===== src/rtl/id_ex_stage.sv =====
// ID/EX pipeline register with EX/MEM and (optional) MEM/WB operand forwarding and load-use detection.
// Define FWD_WB_EN to enable the MEM/WB forwarding path; by default only EX/MEM forwards.
module id_ex_stage #(
  parameter int DATA_W = 32,
  parameter int REG_AW = 5
) (
  input  logic              clk,
  input  logic              reset,
  input  logic              stall,
  input  logic              flush,
  input  logic              id_valid,
  input  logic [REG_AW-1:0] id_rs,
  input  logic [REG_AW-1:0] id_rt,
  input  logic [REG_AW-1:0] id_rd,
  input  logic [DATA_W-1:0] id_rs_data,
  input  logic [DATA_W-1:0] id_rt_data,
  input  logic [DATA_W-1:0] id_imm,
  input  logic [4:0]        id_shamt,
  input  logic [3:0]        id_alu_ctl,
  input  logic              id_sign,
  input  logic              id_alusrc1,
  input  logic              id_alusrc2,
  input  logic [3:0]        id_mem_ctl,
  input  logic              exm_regwrite,
  input  logic [REG_AW-1:0] exm_rd,
  input  logic [DATA_W-1:0] exm_result,
  input  logic              wb_regwrite,
  input  logic [REG_AW-1:0] wb_rd,
  input  logic [DATA_W-1:0] wb_data,
  output logic [DATA_W-1:0] alu_in1,
  output logic [DATA_W-1:0] alu_in2,
  output logic [3:0]        alu_ctl,
  output logic              alu_sign,
  output logic              ex_valid,
  output logic [REG_AW-1:0] ex_rd,
  output logic [3:0]        ex_mem_ctl,
  output logic [DATA_W-1:0] ex_store_data,
  output logic              load_use
);

  logic              r_valid;
  logic [REG_AW-1:0] r_rs;
  logic [REG_AW-1:0] r_rt;
  logic [REG_AW-1:0] r_rd;
  logic [DATA_W-1:0] r_rs_data;
  logic [DATA_W-1:0] r_rt_data;
  logic [DATA_W-1:0] r_imm;
  logic [4:0]        r_shamt;
  logic [3:0]        r_alu_ctl;
  logic              r_sign;
  logic              r_alusrc1;
  logic              r_alusrc2;
  logic [3:0]        r_mem_ctl;

  logic [DATA_W-1:0] w_fwd_rs;
  logic [DATA_W-1:0] w_fwd_rt;

  // A bubble (flush or id_valid=0) clears the fields that could cause side effects downstream.
  always_ff @(posedge clk or posedge reset) begin
    if (reset) begin
      r_valid   <= 1'b0;
      r_rs      <= '0;
      r_rt      <= '0;
      r_rd      <= '0;
      r_rs_data <= '0;
      r_rt_data <= '0;
      r_imm     <= '0;
      r_shamt   <= '0;
      r_alu_ctl <= '0;
      r_sign    <= 1'b0;
      r_alusrc1 <= 1'b0;
      r_alusrc2 <= 1'b0;
      r_mem_ctl <= '0;
    end else if (flush) begin
      r_valid   <= 1'b0;
      r_rd      <= '0;
      r_mem_ctl <= '0;
    end else if (!stall) begin
      r_valid   <= id_valid;
      r_rs      <= id_rs;
      r_rt      <= id_rt;
      r_rd      <= id_valid ? id_rd : '0;
      r_rs_data <= id_rs_data;
      r_rt_data <= id_rt_data;
      r_imm     <= id_imm;
      r_shamt   <= id_shamt;
      r_alu_ctl <= id_alu_ctl;
      r_sign    <= id_sign;
      r_alusrc1 <= id_alusrc1;
      r_alusrc2 <= id_alusrc2;
      r_mem_ctl <= id_valid ? id_mem_ctl : 4'b0000;
    end
  end

  // EX/MEM is the younger producer, so it takes precedence over MEM/WB.
  always_comb begin
    w_fwd_rs = r_rs_data;
    w_fwd_rt = r_rt_data;
    if (exm_regwrite && (exm_rd != '0) && (exm_rd == r_rs))
      w_fwd_rs = exm_result;
`ifdef FWD_WB_EN
    else if (wb_regwrite && (wb_rd != '0) && (wb_rd == r_rs))
      w_fwd_rs = wb_data;
`endif
    if (exm_regwrite && (exm_rd != '0) && (exm_rd == r_rt))
      w_fwd_rt = exm_result;
`ifdef FWD_WB_EN
    else if (wb_regwrite && (wb_rd != '0) && (wb_rd == r_rt))
      w_fwd_rt = wb_data;
`endif
  end

`ifndef FWD_WB_EN
  logic w_unused_wb;
  assign w_unused_wb = ^{wb_regwrite, wb_rd, wb_data};
`endif

  assign alu_in1       = r_alusrc1 ? {{(DATA_W-5){1'b0}}, r_shamt} : w_fwd_rs;
  assign alu_in2       = r_alusrc2 ? r_imm : w_fwd_rt;
  assign ex_store_data = w_fwd_rt;
  assign alu_ctl       = r_alu_ctl;
  assign alu_sign      = r_sign;
  assign ex_valid      = r_valid;
  assign ex_rd         = r_rd;
  assign ex_mem_ctl    = r_valid ? r_mem_ctl : 4'b0000;

  // mem_ctl bit 2 is memread; compared against the un-registered ID source indices.
  assign load_use = r_valid && r_mem_ctl[2] && (r_rd != '0) &&
                    ((r_rd == id_rs) || (r_rd == id_rt));

endmodule

===== config.mk =====
export PLATFORM = sky130hd
export DESIGN_NAME = id_ex_stage
export DESIGN_NICKNAME = d
export VERILOG_FILES = /design/src/rtl/id_ex_stage.sv
export SDC_FILE = /design/constraint.sdc
export NUM_CORES = 1
export LEC_CHECK = 0
export CORE_MARGIN = 2
export CORE_UTILIZATION = 32
export CTS_CLUSTER_DIAMETER = 100
export CTS_CLUSTER_SIZE = 16
export DETAILED_ROUTE_END_ITERATION = 7
export GPL_ROUTABILITY_DRIVEN = 0
export PLACE_DENSITY = 0.75
export SYNTH_ARGS = -nofsm -noshare
export SYNTH_HDL_FRONTEND = slang
export SYNTH_SLANG_ARGS = --single-unit

===== constraint.sdc =====
create_clock -name clk -period 5.82 [get_ports clk]
set_input_delay 1.164 -clock clk [delete_from_list [all_inputs] [get_ports clk]]
set_output_delay 1.164 -clock clk [all_outputs]
set_load 0.005 [all_outputs]

Yosys cells after proc, flatten, opt, wreduce, memory -nomap -nowiden
Cells that the tools add are included.

Register bits: 128. Word-level logic and storage cells: 43. Bits of input ports: 208. Output and inout port bits: 112.

Reductions and logical operators: 10. Equality and inequality tests: 5. Mux-type cells: 13. Bitwise logic cells: 2.

Operators by type and width (count): 32-bit 2-to-1 mux (4); 5-bit == test (4); 4-bit 2-to-1 mux (4); 5-bit 2-to-1 mux (3); 5-bit nonzero test (2); 1-bit logical AND (6); 1-bit 2-to-1 mux (2); 2-bit by 1-bit inequality test with 1-bit output, second input constant (1); 1-bit inverter (2); 2-bit AND reduction (1); 1-bit logical OR (1).

Longest topological paths before layout
Gate-level depths: netlist of the first run.

Word-level depth: 5. Depth in mapped cells: 6. Depth with buffers taken out: 4.

Worst setup path after synthesis of the first run
No wires, ideal clock.

Path type: input to output. Start point: input exm_rd[1]. End point: output alu_in2[23]. Stages: 6. Data arrival time: 2.563 ns. Slack: 2.093 ns. Path buffers: 2. Cells stage by stage: or4_1 > o211a_1 > and2_1 > buf_6 > buf_6 > o311ai_1.

Word-level cells in the longest chain between the ends: 5.

Ends and longest elaborated chain: from (decl) (line 25) `input logic [REG_AW-1:0] exm_rd,`; 5-bit nonzero test (line 105) `if (exm_regwrite && (exm_rd != '0) && (exm_rd == r_rt))`; 1-bit logical AND (line 105); 1-bit logical AND * (line 105); 32-bit 2-to-1 mux * (line 105); 32-bit 2-to-1 mux * (line 119) `assign alu_in2 = r_alusrc2 ? r_imm : w_fwd_rt;`; to (decl) (line 31) `output logic [DATA_W-1:0] alu_in2,`.

Every way passes the cells marked *; elsewhere a longest branch is shown, timed or not.

Final worst setup path of the first run
Start point: input exm_rd[3]. End point: output alu_in1[26].

Word-level cells in the longest chain between the ends: 5.

Ends and longest elaborated chain: 5-bit nonzero test (line 99) `if (exm_regwrite && (exm_rd != '0) && (exm_rd == r_rs))`; 1-bit logical AND (line 99); 1-bit logical AND * (line 99); 32-bit 2-to-1 mux * (line 99); 32-bit 2-to-1 mux * (line 118) `assign alu_in1 = r_alusrc1 ? {{(DATA_W-5){1'b0}}, r_shamt} : w_fwd_rs;`; to (decl) (line 30) `output logic [DATA_W-1:0] alu_in1,`.

Marks and branches as above.

==> impl_metrics.json, run 1 <==
{
  "dp.cells": 1206,
  "vdd_drop_max_uv": 183,
  "io_pins": 320,
  "grt_first_pass_wirelength_um": 34600,
  "synthDistinctLibCells": 28,
  "status": "completed",
  "clk_pin_slew_ps": 60,
  "drive_above_1_share_pct": 16.2,
  "drtIter0Drc": 281,
  "rsz0062_at_grt": "no",
  "synth-main-ff-cell": "dfrtp_1",
  "slew_headroom_pct": 25.1,
  "period_share_pct": 95.1,
  "worst_setup_path_start_kind": "primary input",
  "hold_buffers": 0,
  "synthesis.area_mm2": 0.00720,
  "synth_cells": 697,
  "drt-met1-wl_um": 9230,
  "fin_area_mm2": 0.0108,
  "cts_tree": "done",
  "end_kind": "primary output",
  "syn2layout_area_growth_pct": 49.6,
  "dpl_cell_area_mm2": 0.0102,
  "h-tree-depth": 4,
  "finClkSkew_ps": 0,
  "cp.required_ps": 4660,
  "initial_core_util_pct": 32.8,
  "final.setup.tns_ps": 0,
  "slew_viol_final": 0,
  "seqCellArea_mm2": 0.00321,
  "vias": 6239,
  "die_x_um": 154,
  "worstMarginPinSlew_ps": 1110,
  "instances_no_fill": 1239,
  "grt_pass1_vias": 6396,
  "synth-warning-count": 0,
  "clockBufferDepth": 2,
  "fp.coreArea_mm2": 0.0220,
  "crit_fanout": 23,
  "wl_met2_um": 10600,
  "wl_per_cell_um": 17.4,
  "antenna_found_initial": 2,
  "dieHeight_um": 154,
  "multi_input_area_mm2": 0.00362,
  "rows": 54,
  "setup_viol": 0,
  "final_antenna_net_count": 0,
  "grtUsageTotal_pct": 18.3,
  "vias_per_cell": 5.04,
  "met3WireLength_um": 1570,
  "hold_viol": 0,
  "io_buffers": 281,
  "routed.top_layer": "met5",
  "yosysMostFrequentCell": "dfrtp_1",
  "max-cap-violations": 0,
  "drc": 0,
  "synth.largest_area_cell": "dfrtp_1",
  "seq_area_frac_synth_pct": 44.5,
  "synth_edf_count": 0,
  "avgSynthCellArea_um2": 10.3,
  "synthTopCellsByCount": "128 x dfrtp_1, 86 x mux2_2, 69 x nand2_1",
  "max_freq_ghz": 0.181,
  "p_leak_nw": 4.14,
  "async_reset_ff_share_pct": 100,
  "die_area_mm2": 0.0237,
  "cts_made_buffers": 17,
  "min_period_ps": 5530,
  "synth-seq-cells": 128,
  "min_path_type": "flop to flop",
  "clock-sinks": 128,
  "dr.pass1.iters": 4,
  "critPathArrivalTime_ps": 4370,
  "finalWirelength_um": 21600,
  "synth_area_leaders": "dfrtp_1 45%, mux2_2 13%, mux2i_1 5.8%",
  "crit_type": "primary input to primary output",
  "synth_top_area_share_pct": 44.5,
  "clock_latency_ps": 410,
  "grt-ovfl-total": 0,
  "nets": 1153,
  "cts_setup_buffers": 0,
  "fillCellCount": 2051,
  "cts-root-buf": "clkbuf_16",
  "grt_max_degree": 98,
  "dp_hpwl_um": 15000,
  "p_per_area_mw_per_mm2": 279,
  "post_cts_resized": 0,
  "syn-num-nets": 905
}
[critical path: stages]
cell	delay, ps
clkdlybuf4s50_1	550
or4_1	160
o21ai_0	130
nor4_4	990
buf_4	540
mux2i_1	260
clkdlybuf4s50_1	530
[power by group]
group | total, W | switching, W | internal (W) | leakage (nW)
registers | 0.00111 | 0.000106 | 0.00101 | 1.54
clock network | 0.00103 | 0.000465 | 0.000566 | 0.273
logic | 0.000852 | 0.000324 | 0.000529 | 2.33
total | 0.00300 | 0.000895 | 0.00210 | 4.14
[per-layer routing]
| metal | vias to the layer above | GRT usage (%) |
|---|---|---|
| met5 | - | 0 |
| met2 | 207 | 31.3 |
| met4 | 2 | 5.12 |
| met3 | 13 | 5.95 |
| met1 | 3065 | 22.2 |
| li1 | 2952 | - |
[placed cells by master (no fill, tap or decap), types with 2 or more instances in the layout]
| cell type | instances |
|---|---|
| inv_6 | 8 |
| inv_1 | 32 |
| nand2_1 | 69 |
| o21ai_0 | 66 |
| o311ai_2 | 21 |
| a22oi_1 | 4 |
| buf_4 | 7 |
| nor3_1 | 2 |
| clkdlybuf4s50_1 | 281 |
| xor2_1 | 8 |
| mux2_2 | 86 |
| o311ai_1 | 7 |
| nand3_1 | 35 |
| clkbuf_16 | 17 |
| and2_1 | 4 |
| xnor2_1 | 12 |
| o311ai_0 | 4 |
| mux2i_1 | 42 |
| clkinvlp_4 | 2 |
| nand4b_1 | 32 |
| dfrtp_1 | 126 |
| nor2_1 | 15 |
| inv_8 | 2 |
| a21oi_1 | 7 |
| or4_1 | 2 |
| nand2b_1 | 54 |
| clkinv_4 | 3 |
[state kept, by name, summed over array words and instances (netlist names), 4 cells and up]
signal / cells
r_imm: 32
r_rs_data: 32
r_rt_data: 32
ex_rd: 5
r_rs: 5
r_rt: 5
r_shamt: 5
alu_ctl: 4
r_mem_ctl: 4
[final cells by class]
type	count	area share, %
Multi-Input combinational cell	476	33.7
Sequential cell	128	29.8
Timing Repair Buffer	289	26.8
Clock buffer	17	3.95
Tap cell	280	3.25
Clock inverter	15	1.31
Inverter	33	1.20
Antenna cell	1	0.0232
[per-stage QoR]
step | util, % | hold WS, ps | power [W] | setup slack, ps
final | 49.0 | 507 | 0.00300 | 288
after global routing | 49.0 | 522 | 0.00318 | 84.9
after CTS | 49.0 | 511 | 0.00305 | 193
after detailed placement | 46.4 | 495 | 0.00199 | 233
after global placement | 46.4 | 489 | 0.00198 | 231
after floorplan | - | 473 | 0.00151 | 1240
[final timing paths]
| check | from | to | slack (ps) | cells past startpoint |
|---|---|---|---|---|
| worst min register to register | r_imm[11] | r_imm[11] | 510 | 1 |
| worst max-delay path | exm_rd[3] | alu_in1[26] | 290 | 7 |
| max in group asynchronous | reset | r_imm[12] | 3400 | 3 |
| min in group asynchronous | reset | alu_sign | 1300 | 2 |
| worst max register to register | r_alusrc2 | r_alusrc2 | 4360 | 1 |
| worst min-delay path | r_imm[11] | r_imm[11] | 510 | 1 |
[cell families after synthesis]
family | Yosys count | share of synthesized area [%]
AO/OA/AOI/OAI | 110 | 11.7
buffers and inverters | 93 | 5.41
flip-flops | 128 | 44.5
XOR/XNOR | 20 | 2.43
multiplexers | 128 | 19.3
AND/OR/NAND/NOR | 218 | 16.6
No activity file was read; power rests on OpenSTA's default activity.
==> inputs of run 2 (changes only) <==
--- a/config.mk
+++ b/config.mk
@@ -5,13 +5,14 @@
 export SDC_FILE = /design/constraint.sdc
 export NUM_CORES = 1
 export LEC_CHECK = 0
+export CORE_ASPECT_RATIO = 1.75
 export CORE_MARGIN = 2
-export CORE_UTILIZATION = 32
+export CORE_UTILIZATION = 35
 export CTS_CLUSTER_DIAMETER = 100
 export CTS_CLUSTER_SIZE = 16
 export DETAILED_ROUTE_END_ITERATION = 7
 export GPL_ROUTABILITY_DRIVEN = 0
-export PLACE_DENSITY = 0.75
+export PLACE_DENSITY = 0.8
 export SYNTH_ARGS = -nofsm -noshare
 export SYNTH_HDL_FRONTEND = slang
 export SYNTH_SLANG_ARGS = --single-unit
==> run 2 against run 1 <==
Effect of this change:
- combinational power rose by 0.6%
- final area fell by 0.15%
- register-to-register slack got worse by 30 ps
- setup slack improved by 320 ps
- cell count fell by 2.6%
- flip-flop and latch count did not move
- total power rose by 1.2%
- largest power group unchanged
- highest routed layer unchanged
- critical endpoint is now alu_in2[27]
- global-route usage rose by 2.2 points
- clock skew did not move
- count of clock-buffer cells in the layout rose by 6
==> impl_metrics.json, run 2 (synthesis results as in run 1) <==
{
  "status": "completed",
  "cts_setup_buffers": 0,
  "dieHeight_um": 194,
  "drtIter0Drc": 229,
  "vias": 6267,
  "instances_no_fill": 1207,
  "setup_viol": 0,
  "rsz0062_at_grt": "no",
  "crit_fanout": 38,
  "pre_cts_slack_ps": 628,
  "hold_buffers": 0,
  "dp.cells": 1175,
  "grt_first_pass_wirelength_um": 35000,
  "post_cts_resized": 0,
  "io_buffers": 281,
  "p_leak_nw": 4.16,
  "critPathArrivalTime_ps": 4050,
  "reg_top3": "r_imm (32), r_rs_data (32), r_rt_data (32)",
  "h-tree-depth": 4,
  "diodes": 0,
  "final.setup.tns_ps": 0,
  "drt-met1-wl_um": 7790,
  "routed.top_layer": "met5",
  "antenna_found_initial": 1,
  "drive_above_1_share_pct": 16.0,
  "max_freq_ghz": 0.192,
  "worstMarginPinSlew_ps": 1080,
  "syn2layout_area_growth_pct": 49.4,
  "final_common_cell": "clkdlybuf4s50_1",
  "clock_latency_ps": 420,
  "final_antenna_net_count": 0,
  "grtUsageTotal_pct": 20.6,
  "die_area_mm2": 0.0218,
  "vdd_drop_max_uv": 219,
  "dr.pass1.iters": 5,
  "finClkSkew_ps": 0,
  "slew_headroom_pct": 28.2,
  "die_x_um": 112,
  "layout_setup_ws_ps": 603,
  "max-cap-violations": 0,
  "cts_made_buffers": 17,
  "clk_pin_slew_ps": 50,
  "crit_type": "primary input to primary output",
  "mostFrequentLayoutCells": "281 x clkdlybuf4s50_1, 126 x dfrtp_1, 86 x mux2_2",
  "met3WireLength_um": 1170,
  "cp.required_ps": 4660,
  "wl_met2_um": 12000,
  "nets": 1154,
  "dp_hpwl_um": 15600,
  "fp.coreArea_mm2": 0.0202,
  "r2r_setup_slack_ps": 4330,
  "rows": 69,
  "min_period_ps": 5220,
  "initial_core_util_pct": 35.6,
  "period_share_pct": 89.6,
  "worst_setup_path_start_kind": "primary input",
  "vias_per_cell": 5.19,
  "wl_per_cell_um": 18.3,
  "clock-sinks": 128,
  "io_pins": 320,
  "hold_viol": 0,
  "finalWirelength_um": 22100,
  "grt_pass1_vias": 6433,
  "cts-root-buf": "clkbuf_16",
  "grt-ovfl-total": 0,
  "drc": 0,
  "p_per_area_mw_per_mm2": 282,
  "clockBufferDepth": 2,
  "slew_viol_final": 0,
  "min_path_type": "flop to flop",
  "grt_max_degree": 98,
  "cts_tree": "done",
  "end_kind": "primary output"
}
==> run 2: cell types whose count changed in the layout (fill, tap and decap cells not counted), moves of 2 or more <==
cell       previous run  this run
inv_8                 2         0
clkbuf_1              0         3
inv_6                 8         1
clkinv_2              0         3
clkbuf_8              0         3
bufinv_16             0         2
==> run 2: metrics by stage <==
stage	hold slack (ps)	area, µm²	power [W]	utilization, %
final	503	10700	0.00303	53.2
after global routing	513	10700	0.00320	53.2
after CTS	508	10700	0.00307	53.2
after detailed placement	495	10200	0.00200	50.3
after global placement	489	10200	0.00197	50.3
after floorplan	473	7200	0.00151	-
==> run 2: worst max-delay path, stage by stage <==
cell,delay (ps)
clkdlybuf4s50_1,480
or4_1,580
o211a_2,260
and2_2,370
buf_12,280
o311ai_1,300
clkdlybuf4s50_1,600
==> run 2: final timing paths <==
kind                            cells past startpoint          start             to
worst min register to register                      1  r_rs_data[17]  r_rs_data[17]
worst min-delay path                                1  r_rs_data[17]  r_rs_data[17]
min in group asynchronous                           2          reset  r_rs_data[28]
worst max register to register                      1      r_alusrc2      r_alusrc2
max in group asynchronous                           3          reset       r_imm[9]
worst max-delay path                                7      exm_rd[1]    alu_in2[27]
==> run 2: cell type report <==
type / count / area, µm²
clock inverters: 9 / 108
inverters: 33 / 129
flip-flops and latches: 128 / 3210
repair buffers: 290 / 2890
multi-input cells: 476 / 3620
fillers: 1824 / 9450
well taps: 248 / 310
clock buffers: 23 / 478
==> run 2: power by group <==
part | internal (W) | switching [W] | leakage, nW
Combinational | 0.000529 | 0.000328 | 2.34
Clock | 0.000663 | 0.000396 | 0.283
Sequential | 0.00101 | 0.000107 | 1.54
Total | 0.00220 | 0.000832 | 4.16
==> run 2: routing by layer <==
metal / track usage, % / vias to the layer above
met1: 22.0 / 3042
li1: - / 2942
met2: 36.9 / 218
met4: 11.0 / 2
met5: 0 / -
met3: 4.88 / 63
